`src/rtl/seq_gen_pkg.sv`:
```
// seq_gen shared types and constants.
// State encoding and default run length for the serial frame generator.
package seq_gen_pkg;

    typedef enum logic {
        IDLE  = 1'b0,
        SHIFT = 1'b1
    } state_e;

    localparam int unsigned RUN_LEN_DEFAULT = 4;

    // Width of a counter that must hold values 0..n inclusive.
    function automatic int unsigned cnt_width(input int unsigned n);
        return (n < 1) ? 1 : $clog2(n + 1);
    endfunction

endpackage

```
`src/rtl/run_tracker.sv`:
```
// run_tracker: counts equal consecutive valid bits on the serial stream.
// run_flag_o is registered alongside the bit it describes.
module run_tracker
    import seq_gen_pkg::*;
#(
    parameter int unsigned RUN_LEN = RUN_LEN_DEFAULT
) (
    input  logic clk_i,
    input  logic rst_i,
    input  logic bit_i,
    input  logic valid_i,
    output logic run_flag_o
);

    localparam int unsigned CW = cnt_width(RUN_LEN);
    localparam logic [CW-1:0] RUN_MAX = CW'(RUN_LEN);
    localparam logic [CW-1:0] ONE = CW'(1);

    logic [CW-1:0] cnt_q;
    logic [CW-1:0] cnt_d;
    logic          prev_q;
    logic          flag_q;
    logic          flag_d;

    // Next run count: extend on a repeated bit, restart on a change or gap.
    always_comb begin
        cnt_d  = '0;
        flag_d = 1'b0;
        if (valid_i) begin
            if ((cnt_q != '0) && (bit_i == prev_q)) begin
                cnt_d = (cnt_q == RUN_MAX) ? cnt_q : cnt_q + ONE;
            end else begin
                cnt_d = ONE;
            end
            flag_d = (cnt_d == RUN_MAX);
        end
    end

    // Run history registers; cleared by reset or any non-valid cycle.
    always_ff @(posedge clk_i) begin
        if (rst_i) begin
            cnt_q  <= '0;
            prev_q <= 1'b0;
            flag_q <= 1'b0;
        end else begin
            cnt_q  <= cnt_d;
            prev_q <= valid_i ? bit_i : 1'b0;
            flag_q <= flag_d;
        end
    end

    assign run_flag_o = flag_q;

endmodule

```
`src/rtl/seq_gen.sv`:
```
// seq_gen: loads a WIDTH-bit frame and shifts it out MSB first.
// Back-to-back frames are accepted in the last-bit cycle with no gap.
module seq_gen
    import seq_gen_pkg::*;
#(
    parameter int unsigned WIDTH   = 8,
    parameter int unsigned RUN_LEN = RUN_LEN_DEFAULT
) (
    input  logic             clk,
    input  logic             reset,
    input  logic             load,
    input  logic [WIDTH-1:0] data,
    output logic             ready,
    output logic             out,
    output logic             out_valid,
    output logic             run_flag,
    output logic             done
);

    localparam int unsigned CW = $clog2(WIDTH);
    localparam logic [CW-1:0] LAST = CW'(WIDTH - 1);
    localparam logic [CW-1:0] ONE = CW'(1);

    state_e           state_q;
    logic [WIDTH-1:0] sreg_q;
    logic [CW-1:0]    cnt_q;
    logic             out_q;
    logic             valid_q;
    logic             done_q;
    logic             ready_q;

    logic             last;
    logic             accept;
    logic             busy;
    logic             bit_d;
    logic             valid_d;
    logic [CW-1:0]    cnt_inc;

    // ready_q is high exactly in IDLE or the last-bit cycle, so it gates loads.
    always_comb begin
        last    = (state_q == SHIFT) && (cnt_q == LAST);
        accept  = load && ready_q;
        busy    = (state_q == SHIFT) && !last;
        valid_d = accept || busy;
        cnt_inc = cnt_q + ONE;
        bit_d   = 1'b0;
        if (accept) begin
            bit_d = data[WIDTH-1];
        end else if (busy) begin
            bit_d = sreg_q[WIDTH-1];
        end
    end

    // Frame FSM with shift register, bit counter and registered outputs.
    always_ff @(posedge clk) begin
        if (reset) begin
            state_q <= IDLE;
            sreg_q  <= '0;
            cnt_q   <= '0;
            out_q   <= 1'b0;
            valid_q <= 1'b0;
            done_q  <= 1'b0;
            ready_q <= 1'b1;
        end else begin
            out_q   <= bit_d;
            valid_q <= valid_d;
            if (accept) begin
                state_q <= SHIFT;
                sreg_q  <= {data[WIDTH-2:0], 1'b0};
                cnt_q   <= '0;
                done_q  <= 1'b0;
                ready_q <= 1'b0;
            end else if (busy) begin
                state_q <= SHIFT;
                sreg_q  <= sreg_q << 1;
                cnt_q   <= cnt_inc;
                done_q  <= (cnt_inc == LAST);
                ready_q <= (cnt_inc == LAST);
            end else if (last) begin
                state_q <= IDLE;
                sreg_q  <= '0;
                cnt_q   <= '0;
                done_q  <= 1'b0;
                ready_q <= 1'b1;
            end
        end
    end

    run_tracker #(
        .RUN_LEN(RUN_LEN)
    ) u_run (
        .clk_i     (clk),
        .rst_i     (reset),
        .bit_i     (bit_d),
        .valid_i   (valid_d),
        .run_flag_o(run_flag)
    );

    assign ready     = ready_q;
    assign out       = out_q;
    assign out_valid = valid_q;
    assign done      = done_q;

endmodule
```
`config.mk`:
```
export PLATFORM = sky130hd
export DESIGN_NAME = seq_gen
export DESIGN_NICKNAME = d
export VERILOG_FILES = /design/src/rtl/seq_gen_pkg.sv /design/src/rtl/run_tracker.sv /design/src/rtl/seq_gen.sv
export SDC_FILE = /design/constraint.sdc
export NUM_CORES = 1
export LEC_CHECK = 0
export BUFFER_PORTS_ARGS = -buffer_cell sky130_fd_sc_hd__buf_2
export CORE_MARGIN = 4
export CORE_UTILIZATION = 47
export DETAILED_ROUTE_END_ITERATION = 10
export PLACE_DENSITY_LB_ADDON = 0.05
export SYNTH_ARGS = -nofsm -noshare
export SYNTH_HDL_FRONTEND = slang
export SYNTH_HIERARCHICAL = 1
export SYNTH_SLANG_ARGS = --single-unit
```
`constraint.sdc`:
```
create_clock -name clk -period 1.5 [get_ports clk]
set_input_delay 0.3 -clock clk [delete_from_list [all_inputs] [get_ports clk]]
set_output_delay 0.3 -clock clk [all_outputs]
set_load 0.02 [all_outputs]
```
* Word-level counts from Yosys, hierarchy flattened
Index checks and enable logic that the tools add are counted.
** Word-level totals
- Output and inout bits :: 5
- Register bits after elaboration :: 20
- Input bits :: 11
** Operators by class
- Muxes and demuxes :: 17
- Add/sub/neg operators :: 2
- Bitwise logic cells :: 1
- Reductions and logical operators :: 11
- Eq/ne operators :: 5
** Operators with widths (number)
- $mux 8 :: 3
- $mux 3 :: 5
- $eq 3x3->1 const B :: 4
- $mux 1 :: 9
- $add 3x1->3 const B :: 2
- $reduce_bool 3->1 :: 2
- $logic_and 1x1->1 :: 4
- $reduce_or 2->1 :: 2
- $reduce_bool 2->1 :: 1
- $eq 1x1->1 :: 1
- $logic_not 1->1 :: 1
- $logic_or 1x1->1 :: 1
- $not 1->1 :: 1

* Depth between registers and ports, before layout
Gate-level depths: netlist of run 1.
- Depth after elaboration :: 11
- Gate-level depth with buffers :: 9
- Depth with buffers taken out :: 8

* By module
The synthesis of run 1 kept the hierarchy.
** By module, submodules not included
- seq_gen :: cells an instance 68, area each 673.1 µm², instances 1, sequential area each 300.3 µm²
- run_tracker :: cells an instance 26, area each 237.7 µm², instances 1, sequential area each 100.1 µm²

* Worst setup path before layout of run 1
Ideal clock, no wire load.
- Path type :: reg2reg
- From :: register cnt_q[1] (netlist name)
- To :: register u_run.flag_q (netlist: u_run/run_flag_o)
- Slack :: -0.140 ns
- Setup time :: 0.079 ns
- Required time :: 1.421 ns
- Cell stages (with the launch flop) :: 10
- Period minus slack after synthesis :: 1.640 ns
- Path buffers :: 1
- Arrival :: 1.560 ns
- Path through :: dfxtp_1 > ha_1 > ha_1 > nor2b_2 > buf_6 > nand3_1 > nand2_1 > xnor2_1 > nand3b_1 > a211oi_2
** RTL lines
- end signal, assigned :: RTL line run_tracker.sv:48 : flag_q <= flag_d;
- end, declared :: RTL line run_tracker.sv:22 : logic flag_q;

==> flow_summary_export.csv, run 1 <==
group,metric,value,unit
logic_synthesis,yosysTopAreaCell,"dfxtp_1",
clock_tree,holdBufCountCts,0,
sta,slew_headroom,73.9,%
cells_and_area,layout_commonest_cell,"dfxtp_1",
power,vdd_drop_max,0.532,mV
floorplan,die_area,0.00271,mm^2
cells_and_area,nets,133,
placed_design,dp_worst_setup_slack,0.00548,ns
sta,skew,0.00506,ns
clock_tree,root_buffer,"clkbuf_4",
flow_run,max_cap_violations,0,
routing,dr_wl_met3,90,um
sta,fin_crit,1.47,ns
logic_synthesis,syn_nets,110,
sta,fin_ws,0.0275,ns
sta,max_clock_freq,679,MHz
power,internal_power,0.800,mW
logic_synthesis,yosys_warnings,6,
routing,route.detailed.drc,0,
clock_tree,cts_buffers,3,
global_routing,grt_max_degree,18,
status,status,"finished, final reports clean",
power,p_sw_share,27.2,%
floorplan,io_pins,16,
floorplan,rows,15,
sta,setup_tns,0,ns
power,p_leak,0.472,nW
power,seq_power_share,53.7,%
floorplan,coreArea,0.00178,mm^2
cells_and_area,area_growth,23.5,%
cells_and_area,antenna_cells,0,
logic_synthesis,synth.cell_area,911,um^2
global_routing,gr-total-overflow,0,
clock_tree,cts-htree-levels,1,
routing,met2_length,865,um
sta,report.final.slew_viol_count,0,
sta,worst_pin_slew,0.391,ns
routing,routed_wl,1840,um
global_routing,antenna_found_initial,0,
global_routing,grt_usage,16.3,%
power,p_per_area,977,mW/mm^2
routing,num_vias,731,
logic_synthesis,ys_ff_latch,20,
power,p_switching,0.299,mW
global_routing,grt_pass1_wl,3190,um
sta,period_share,98.2,%
setup_path,crit_type,"flop to flop",
routing,wl_met1,833,um
logic_synthesis,yosysUniqueCellTypes,29,
cells_and_area,layout_common_cells,"18 x dfxtp_1, 15 x buf_2, 9 x nor2_1, 8 x buf_4, 7 x nor3_1",
sta,finalSetupViolCount,0,
clock_tree,clock-sinks,20,
clock_tree,clock_latency,0.30,ns
logic_synthesis,syn_area_per_cell,9.69,um^2
routing,vias_per_cell,5.18,
routing,post_drt_wl_per_cell,13.0,um
logic_synthesis,yosysSeqAreaShare,44.0,%
clock_tree,path_clk_slew,0.11,ns
setup_path,required,1.73,ns
setup_path,crit_arrival,1.70,ns
placed_design,io_buffers,15,
routing,highest_layer,"met4",
routing,drtAntennaViolNets,0,
logic_synthesis,synth_cells,94,
sta,rsz0062_at_grt,"yes",
power,p_comb_share,17.7,%
routing,drtIter0Drc,6,
worst_hold_path,hp-class,"primary input to flop",
clock_tree,cts_tree,"done",
logic_synthesis,synth_top_area_share,44.0,%
power,p_total,1.10,mW
setup_path,cp-start-kind,"flop",
placed_design,hpwlAfterDp,1230,um
placed_design,routabilityCongestion,0.763,
cells_and_area,final_layout_size_suffix_gt1_share,37.9,%
sta,hold_viol_final,0,
setup_path,crit_path_max_fanout,3,
setup_path,end_kind,"flop",
power,clkPwrFrac,28.6,%
logic_synthesis,synthTopCellsByArea,"dfxtp_1 44%, ha_1 6.9%, a221oi_2 6.6%, nor3_1 3.8%, nor2_1 3.7%",
floorplan,die_w,52.0,um
floorplan,start_util,51.1,%
clock_tree,clockBufferDepth,2,
global_routing,grt_pass1_vias,731,
floorplan,fp.dieH,52.0,um
routing,drt_first_pass_iters,4,
[repair_timing]
| item | in CTS | in global routing |
|---|---|---|
| buffers inserted | 5 | 0 |
| endpoints found under the setup margin | 1 | 4 |
| gates resized for setup | 4 | 1 |
| pin swaps | 4 | 3 |
[registers in the layout (all words and copies together) (netlist names)]
signal and cells:
sreg_q 7, cnt_q 3, u_run/prev_q 1, ready 1, out_valid 1, out 1, u_run/cnt_q 3, state_q 1
done 1, u_run/run_flag_o 1
[power by group through the flow]
stage / Combinational, mW / Sequential, mW / Clock [mW]
global route: 0.217 / 0.594 / 0.346
floorplan: 0.137 / 0.604 / 0
global placement: 0.183 / 0.600 / 0
finish: 0.194 / 0.590 / 0.315
CTS: 0.194 / 0.590 / 0.329
detailed placement: 0.185 / 0.601 / 0
[final cells by class]
class / instances / area, um^2
timing repair buffer: 23 / 135
sequential: 20 / 403
clock buffer: 4 / 36.3
fill: 171 / 658
inverter: 6 / 22.5
multi-input combinational: 63 / 497
tap: 25 / 31.3
[routing by layer]
layer / up-vias / global-route usage (%)
li1: 371 / -
met1: 340 / 19.8
met2: 15 / 25.9
met3: 5 / 3.44
met4: 0 / 10.5
met5: - / 0
[metrics by stage]
stage / util [%] / area, um^2 / cells / hold slack (ns)
CTS: 62.9 / 1120 / 141 / 0.210
global placement: 57.3 / 1020 / 132 / 0.472
floorplan: - / 932 / 94 / 0.369
finish: 63.1 / 1120 / 141 / 0.218
global route: 63.1 / 1120 / 141 / 0.232
detailed placement: 57.3 / 1020 / 132 / 0.488
[synthesized netlist by cell type]
cell type  instances
buf_4              1
nor3_1             7
buf_2              2
and2_4             1
buf_6              2
a211oi_2           1
nor2b_2            1
ha_1               5
nor3b_1            1
o2bb2ai_1          1
o21bai_1           1
nand2_1            5
xnor2_1            2
nand2b_1           2
nor2_1             9
nand3b_1           2
o21ai_0            3
nor3_2             2
inv_1              6
dfxtp_1           20
xor2_1             1
nor2b_1            1
nand3_1            3
a32oi_1            1
a221oi_2           4
mux2i_1            1
a221oi_1           2
a22oi_1            1
a21oi_1            6
[final timing paths]
path	startpoint	endpoint	slack, ns	cells after the start
max	cnt_q[1]$_SDFFE_PP0P_	u_run/run_flag_o$_SDFF_PP0_	0.03	8
min	data[0]	sreg_q[1]$_SDFFE_PP0P_	0.22	3
max reg2reg	cnt_q[1]$_SDFFE_PP0P_	u_run/run_flag_o$_SDFF_PP0_	0.03	8
min reg2reg	sreg_q[1]$_SDFFE_PP0P_	sreg_q[1]$_SDFFE_PP0P_	0.50	2
[cell families (layout without fill, tap and decap cells)]
family | after synthesis | count (layout) | synth area share [%]
AOI/OAI and AO/OA | 20 | 20 | 18.4
muxes | 1 | 1 | 1.10
DFF | 20 | 20 | 44.0
and+or+nand+nor | 34 | 34 | 19.9
xor gates and xnor gates | 3 | 3 | 2.89
buffers and inverters | 11 | 33 | 6.87
adders and majority gates | 5 | 5 | 6.87
[critical path, stage by stage (launching register included)]
cell	delay, ns
dfxtp_2	0.36
ha_4	0.16
ha_4	0.16
nor2b_4	0.12
nand3_2	0.09
nand2_2	0.09
xnor2_2	0.11
nand3b_1	0.15
a211oi_2	0.16
(Power assumes the default switching activity.)
==> run 2, diff against run 1 <==
--- a/config.mk
+++ b/config.mk
@@ -7,10 +7,9 @@
 export LEC_CHECK = 0
 export BUFFER_PORTS_ARGS = -buffer_cell sky130_fd_sc_hd__buf_2
 export CORE_MARGIN = 4
-export CORE_UTILIZATION = 47
+export CORE_UTILIZATION = 48
 export DETAILED_ROUTE_END_ITERATION = 10
 export PLACE_DENSITY_LB_ADDON = 0.05
 export SYNTH_ARGS = -nofsm -noshare
 export SYNTH_HDL_FRONTEND = slang
-export SYNTH_HIERARCHICAL = 1
 export SYNTH_SLANG_ARGS = --single-unit
==> constraint.sdc (replaced) <==
create_clock -name clk -period 1.5 [get_ports clk]
set_input_delay 0.3 -clock clk [delete_from_list [all_inputs] [get_ports clk]]
set_output_delay 0.3 -clock clk [all_outputs]
set_load 0.005 [all_outputs]
==> flow_summary_export.csv, run 2 <==
group,metric,value,unit
sta,rsz0062_at_grt,"no",
cells_and_area,largest_register,"sreg_q",
clock_tree,cts-htree-levels,1,
cells_and_area,layout_common_cells,"18 x dfxtp_1, 15 x buf_2, 8 x nor2_1, 7 x inv_1",
floorplan,start_util,53.1,%
cells_and_area,nets,136,
status,status,"finished, final reports clean",
logic_synthesis,yosysTopAreaCell,"dfxtp_1",
logic_synthesis,synthTopCellsByArea,"dfxtp_1 42%, ha_1 6.5%, mux2i_1 4.2%, a211oi_1 3.9%, a21o_1 3.1%",
power,p_comb_share,16.4,%
sta,report.final.slew_viol_count,0,
routing,drtAntennaViolNets,0,
logic_synthesis,ys_ff_latch,20,
routing,routed_wl,1860,um
sta,worst_pin_slew,0.312,ns
routing,drtIter0Drc,4,
global_routing,grt_usage,15.5,%
clock_tree,cts_buffers,3,
sta,hold_ws,0.271,ns
sta,fin_ws,0.0840,ns
logic_synthesis,synth_compound_area_share,22.6,%
logic_synthesis,yosysMostFrequentCell,"dfxtp_1",
routing,vias_per_cell,5.42,
sta,slew_headroom,79.2,%
setup_path,crit_type,"flop to flop",
power,p_per_area,881,mW/mm^2
logic_synthesis,synth_top_family_by_area,"compound AO/OA/AOI/OAI gates",
logic_synthesis,synth.cell_area,957,um^2
sta,hold_viol_final,0,
floorplan,die_w,52.7,um
power,clkPwrFrac,24.5,%
cells_and_area,reg_top3,"sreg_q (7), cnt_q (3), u_run.cnt_q (3)",
cells_and_area,antenna_cells,0,
placed_design,routabilityCongestion,0.846,
cells_and_area,area_growth,18.6,%
sta,finalSetupViolCount,0,
placed_design,hpwlAfterDp,1420,um
routing,num_vias,775,
clock_tree,clock_latency,0.29,ns
sta,max_clock_freq,706,MHz
sta,period_share,94.4,%
cells_and_area,postLayoutCoreUtil,63.0,%
logic_synthesis,synth_adder_area_share,6.54,%
logic_synthesis,synth_edf_count,0,
floorplan,coreArea,0.00180,mm^2
floorplan,io_pins,16,
cells_and_area,final_layout_size_suffix_gt1_share,28.8,%
cells_and_area,finalNonFillerCells,143,
floorplan,fp.dieH,52.7,um
placed_design,dp_cells,140,
global_routing,antenna_found_initial,0,
logic_synthesis,synth_ff_type,"dfxtp_1",
logic_synthesis,synth_xor_area_share,2.75,%
setup_path,crit_arrival,1.64,ns
logic_synthesis,syn_nets,114,
flow_run,max_cap_violations,0,
power,p_switching,0.269,mW
clock_tree,root_buffer,"clkbuf_4",
global_routing,gr-total-overflow,0,
setup_path,end_kind,"flop",
cells_and_area,largest_reg_flops,7,
logic_synthesis,synthMuxAreaShare,4.18,%
cells_and_area,layout_commonest_cell,"dfxtp_1",
logic_synthesis,synthTopCellsByCount,"20 x dfxtp_1, 8 x nor2_1, 7 x inv_1",
sta,fin_crit,1.42,ns
power,p_total,1.00,mW
power,seq_power_share,59.1,%
power,p_sw_share,26.9,%
logic_synthesis,synth_cells,98,
placed_design,io_buffers,15,
clock_tree,path_clk_slew,0.11,ns
logic_synthesis,synth-simple-area-share,17.6,%
clock_tree,clock-sinks,20,
floorplan,die_area,0.00277,mm^2
clock_tree,clockBufferDepth,2,
global_routing,grt_pass1_wl,3190,um
routing,route.detailed.drc,0,
logic_synthesis,synth_top_area_share,41.8,%
logic_synthesis,yosysSeqAreaShare,41.8,%
global_routing,grt_pass1_vias,762,
global_routing,grt_max_degree,13,
routing,drt_first_pass_iters,4,
sta,skew,0.00146,ns
placed_design,dp_worst_setup_slack,-0.0200,ns
worst_hold_path,hp-class,"primary input to flop",
power,p_leak,0.500,nW
logic_synthesis,yosysUniqueCellTypes,36,
clock_tree,cts_tree,"done",
floorplan,rows,15,
routing,post_drt_wl_per_cell,13.0,um
logic_synthesis,syn_area_per_cell,9.77,um^2
power,internal_power,0.731,mW
power,vdd_drop_max,0.532,mV
setup_path,required,1.72,ns
logic_synthesis,yosys_warnings,0,
setup_path,crit_path_max_fanout,4,
setup_path,cp-start-kind,"flop",
logic_synthesis,synthArstFlopShare,0,%
[run 2: cell type report]
| cell class | count | area, um^2 |
|---|---|---|
| clock buffers | 3 | 22.5 |
| fillers | 171 | 667 |
| inverters | 7 | 26.3 |
| multi-input cells | 68 | 539 |
| flip-flops and latches | 20 | 403 |
| well taps | 25 | 31.3 |
| repair buffers | 20 | 113 |
[run 2: worst paths after layout]
check / start / endpoint / slack (ns) / cells after the start
hold / removal: data[2] / sreg_q[3]$_SDFFE_PP0P_ / 0.27 / 3
hold reg to reg: sreg_q[2]$_SDFFE_PP0P_ / sreg_q[2]$_SDFFE_PP0P_ / 0.48 / 1
setup / recovery: cnt_q[0]$_SDFFE_PP0P_ / u_run.cnt_q[0]$_SDFF_PP0_ / 0.08 / 5
setup reg to reg: cnt_q[0]$_SDFFE_PP0P_ / u_run.cnt_q[0]$_SDFF_PP0_ / 0.08 / 5
[run 2: power groups by stage]
| stage | registers (mW) | clock network (mW) | logic, mW |
|---|---|---|---|
| 4_1_cts | 0.589 | 0.250 | 0.166 |
| 2_1_floorplan | 0.594 | 0 | 0.115 |
| 5_1_grt | 0.596 | 0.280 | 0.184 |
| 3_5_place_dp | 0.601 | 0 | 0.165 |
| 3_3_place_gp | 0.600 | 0 | 0.161 |
| 6_report | 0.591 | 0.245 | 0.164 |
[run 2: stage by stage]
step                      TNS [ns]  cell area (um^2)
final                            0              1130
after floorplan                  0               957
after global routing             0              1130
after detailed placement   -0.0200              1080
after CTS                        0              1120
after global placement           0              1080
[run 2: kinds of logic (layout without fill, tap and decap cells)]
family	count (synthesis)	count (layout)
buf+inv	10	30
xor+xnor	3	3
fa+ha+maj	5	5
compound gates	28	28
flops	20	20
mux	4	4
simple gates	28	28
[run 2: per-layer routing]
metal / GRT usage (%) / vias up / wire length, um
met1: 19.7 / 368 / 894
met4: 5.11 / 0 / 14
met5: 0 / - / 0
met2: 26.4 / 13 / 864
li1: - / 392 / -
met3: 2.56 / 2 / 82
[run 2: critical path: stages (launching register included)]
cell      delay, ns
dfxtp_2        0.35
ha_4           0.16
ha_4           0.16
nand3b_1       0.16
or3b_1         0.40
a41oi_2        0.12
[run 2: repair_timing]
action	4_1_cts	5_1_grt
gates resized for setup	3	3
pin swaps	0	2
setup buffers	0	0
setup endpoints to repair	2	2
hold buffers	0	0
==> run 3, diff against run 2 <==
--- a/config.mk
+++ b/config.mk
@@ -7,7 +7,7 @@
 export LEC_CHECK = 0
 export BUFFER_PORTS_ARGS = -buffer_cell sky130_fd_sc_hd__buf_2
 export CORE_MARGIN = 4
-export CORE_UTILIZATION = 48
+export CORE_UTILIZATION = 53
 export DETAILED_ROUTE_END_ITERATION = 10
 export PLACE_DENSITY_LB_ADDON = 0.05
 export SYNTH_ARGS = -nofsm -noshare
==> constraint.sdc (replaced) <==
create_clock -name clk -period 1.4 [get_ports clk]
set_input_delay 0.28 -clock clk [delete_from_list [all_inputs] [get_ports clk]]
set_output_delay 0.28 -clock clk [all_outputs]
set_load 0.005 [all_outputs]
==> flow_summary_export.csv, run 3 (synthesized netlist as in run 2, its figures left out) <==
group,metric,value,unit
status,status,"finished with violations",
status,failed_checks,"setup timing",
cells_and_area,largest_reg_flops,7,
routing,post_drt_wl_per_cell,13.0,um
routing,drtAntennaViolNets,0,
routing,vias_per_cell,5.42,
power,p_per_area,1080,mW/mm^2
cells_and_area,layout_commonest_cell,"dfxtp_1",
sta,period_share,101,%
worst_hold_path,hp-class,"primary input to flop",
global_routing,grt_usage,17.3,%
sta,slew_headroom,80.5,%
placed_design,io_buffers,15,
sta,report.final.slew_viol_count,0,
clock_tree,cts-htree-levels,1,
cells_and_area,postLayoutCoreUtil,69.1,%
sta,finalSetupViolCount,2,
global_routing,grt_pass1_wl,3370,um
clock_tree,holdBufCountCts,0,
flow_run,max_cap_violations,0,
setup_path,required,1.63,ns
cells_and_area,fill_cells,155,
sta,hold_ws,0.239,ns
cells_and_area,nets,136,
clock_tree,cts_buffers,3,
floorplan,rows,15,
floorplan,die_w,50.5,um
clock_tree,path_clk_slew,0.11,ns
sta,hold_viol_final,0,
clock_tree,clock-sinks,20,
placed_design,hpwlAfterDp,1450,um
clock_tree,cts_tree,"done",
setup_path,crit_arrival,1.64,ns
clock_tree,root_buffer,"clkbuf_4",
sta,setup_tns,-0.0212,ns
power,vdd_drop_max,1.00,mV
sta,rsz0062_at_grt,"yes",
cells_and_area,final_layout_size_suffix_gt1_share,32.8,%
cells_and_area,largest_register,"sreg_q",
global_routing,grt_max_degree,18,
floorplan,die_area,0.00255,mm^2
clock_tree,cts_setup_buffers,0,
cells_and_area,layout_common_cells,"18 x dfxtp_1, 15 x buf_2, 8 x nor2_1, 7 x inv_1",
power,p_leak,0.513,nW
power,p_total,1.29,mW
sta,skew,0.00713,ns
global_routing,gr-total-overflow,0,
setup_path,end_kind,"flop",
routing,route.detailed.drc,0,
cells_and_area,reg_top3,"sreg_q (7), cnt_q (3), u_run.cnt_q (3)",
sta,fin_ws,-0.0121,ns
cells_and_area,area_growth,24.6,%
placed_design,routabilityCongestion,0.847,
setup_path,crit_path_max_fanout,4,
clock_tree,clock_latency,0.30,ns
global_routing,antenna_found_initial,0,
cells_and_area,antenna_cells,0,
routing,drt_first_pass_iters,4,
routing,routed_wl,1880,um
sta,max_clock_freq,708,MHz
setup_path,cp-start-kind,"flop",
sta,worst_pin_slew,0.292,ns
global_routing,grt_pass1_vias,782,
routing,drtIter0Drc,6,
clock_tree,clockBufferDepth,2,
floorplan,coreArea,0.00173,mm^2
floorplan,start_util,55.4,%
setup_path,crit_type,"flop to flop",
routing,num_vias,781,
floorplan,io_pins,16,
sta,fin_crit,1.41,ns
floorplan,fp.dieH,50.5,um
run 3: changes by cell type in the layout (fill, tap and decap cells not counted):
| cell | before | now |
|---|---|---|
| a211oi_1 | 5 | 4 |
| a211oi_2 | 0 | 1 |
| a22oi_1 | 1 | 0 |
| a22oi_2 | 0 | 1 |
| bufinv_16 | 0 | 1 |
| mux2i_1 | 4 | 3 |
| mux2i_2 | 0 | 1 |
| nand3_2 | 1 | 0 |
| nand3_4 | 0 | 1 |
| o2bb2ai_1 | 3 | 2 |
| o2bb2ai_2 | 0 | 1 |
run 3: area by class of cell:
type	instances	area, um^2	share of cell area [%]
Clock buffer	3	22.5	1.89
Multi-Input combinational cell	68	567	47.5
Tap cell	25	31.3	2.62
Sequential cell	20	403	33.8
Inverter	7	26.3	2.20
Timing Repair Buffer	20	113	9.44
Clock inverter	1	30.0	2.52
run 3: timing repair:
action                                  in CTS  in global routing
cloned                                       0                  0
resized for setup                            4                  5
endpoints found under the setup margin       4                  7
pin swaps                                    1                  1
run 3: path summary, 6_finish.rpt:
| kind | from | endpoint | slack [ns] | cells after the start |
|---|---|---|---|---|
| max | cnt_q[0]$_SDFFE_PP0P_ | u_run.cnt_q[0]$_SDFF_PP0_ | -0.01 | 5 |
| min | data[6] | sreg_q[7]$_SDFFE_PP0P_ | 0.24 | 3 |
| min reg2reg | sreg_q[3]$_SDFFE_PP0P_ | sreg_q[3]$_SDFFE_PP0P_ | 0.48 | 1 |
| max reg2reg | cnt_q[0]$_SDFFE_PP0P_ | u_run.cnt_q[0]$_SDFF_PP0_ | -0.01 | 5 |
run 3: per-layer routing:
| metal | global-route usage (%) | part of all wire, % | vias up |
|---|---|---|---|
| li1 | - | - | 397 |
| met1 | 21.2 | 45 | 361 |
| met2 | 28.5 | 49 | 21 |
| met3 | 7.42 | 6.0 | 2 |
| met4 | 2.69 | 0.59 | 0 |
| met5 | 0 | 0 | - |
run 3: metrics by stage:
| step | setup slack [ns] | instance area [um^2] | std cells |
|---|---|---|---|
| 4_1_cts | -0.0159 | 1160 | 144 |
| 3_5_place_dp | -0.0127 | 1090 | 140 |
| 2_1_floorplan | 0.00898 | 962 | 98 |
| 6_report | -0.0121 | 1190 | 144 |
| 3_3_place_gp | 0.00557 | 1090 | 140 |
| 5_1_grt | -0.0858 | 1190 | 144 |
run 3: worst max-delay path, cell delays in order (launching register included):
cell      delay (ns)
dfxtp_2         0.35
ha_4            0.16
ha_4            0.15
nand3b_1        0.16
or3b_1          0.38
a41oi_2         0.13
run 3: power by group:
| part | total [mW] | internal, mW | switching (mW) |
|---|---|---|---|
| Clock | 0.464 | 0.289 | 0.174 |
| Combinational | 0.189 | 0.0854 | 0.104 |
| Sequential | 0.633 | 0.603 | 0.0298 |
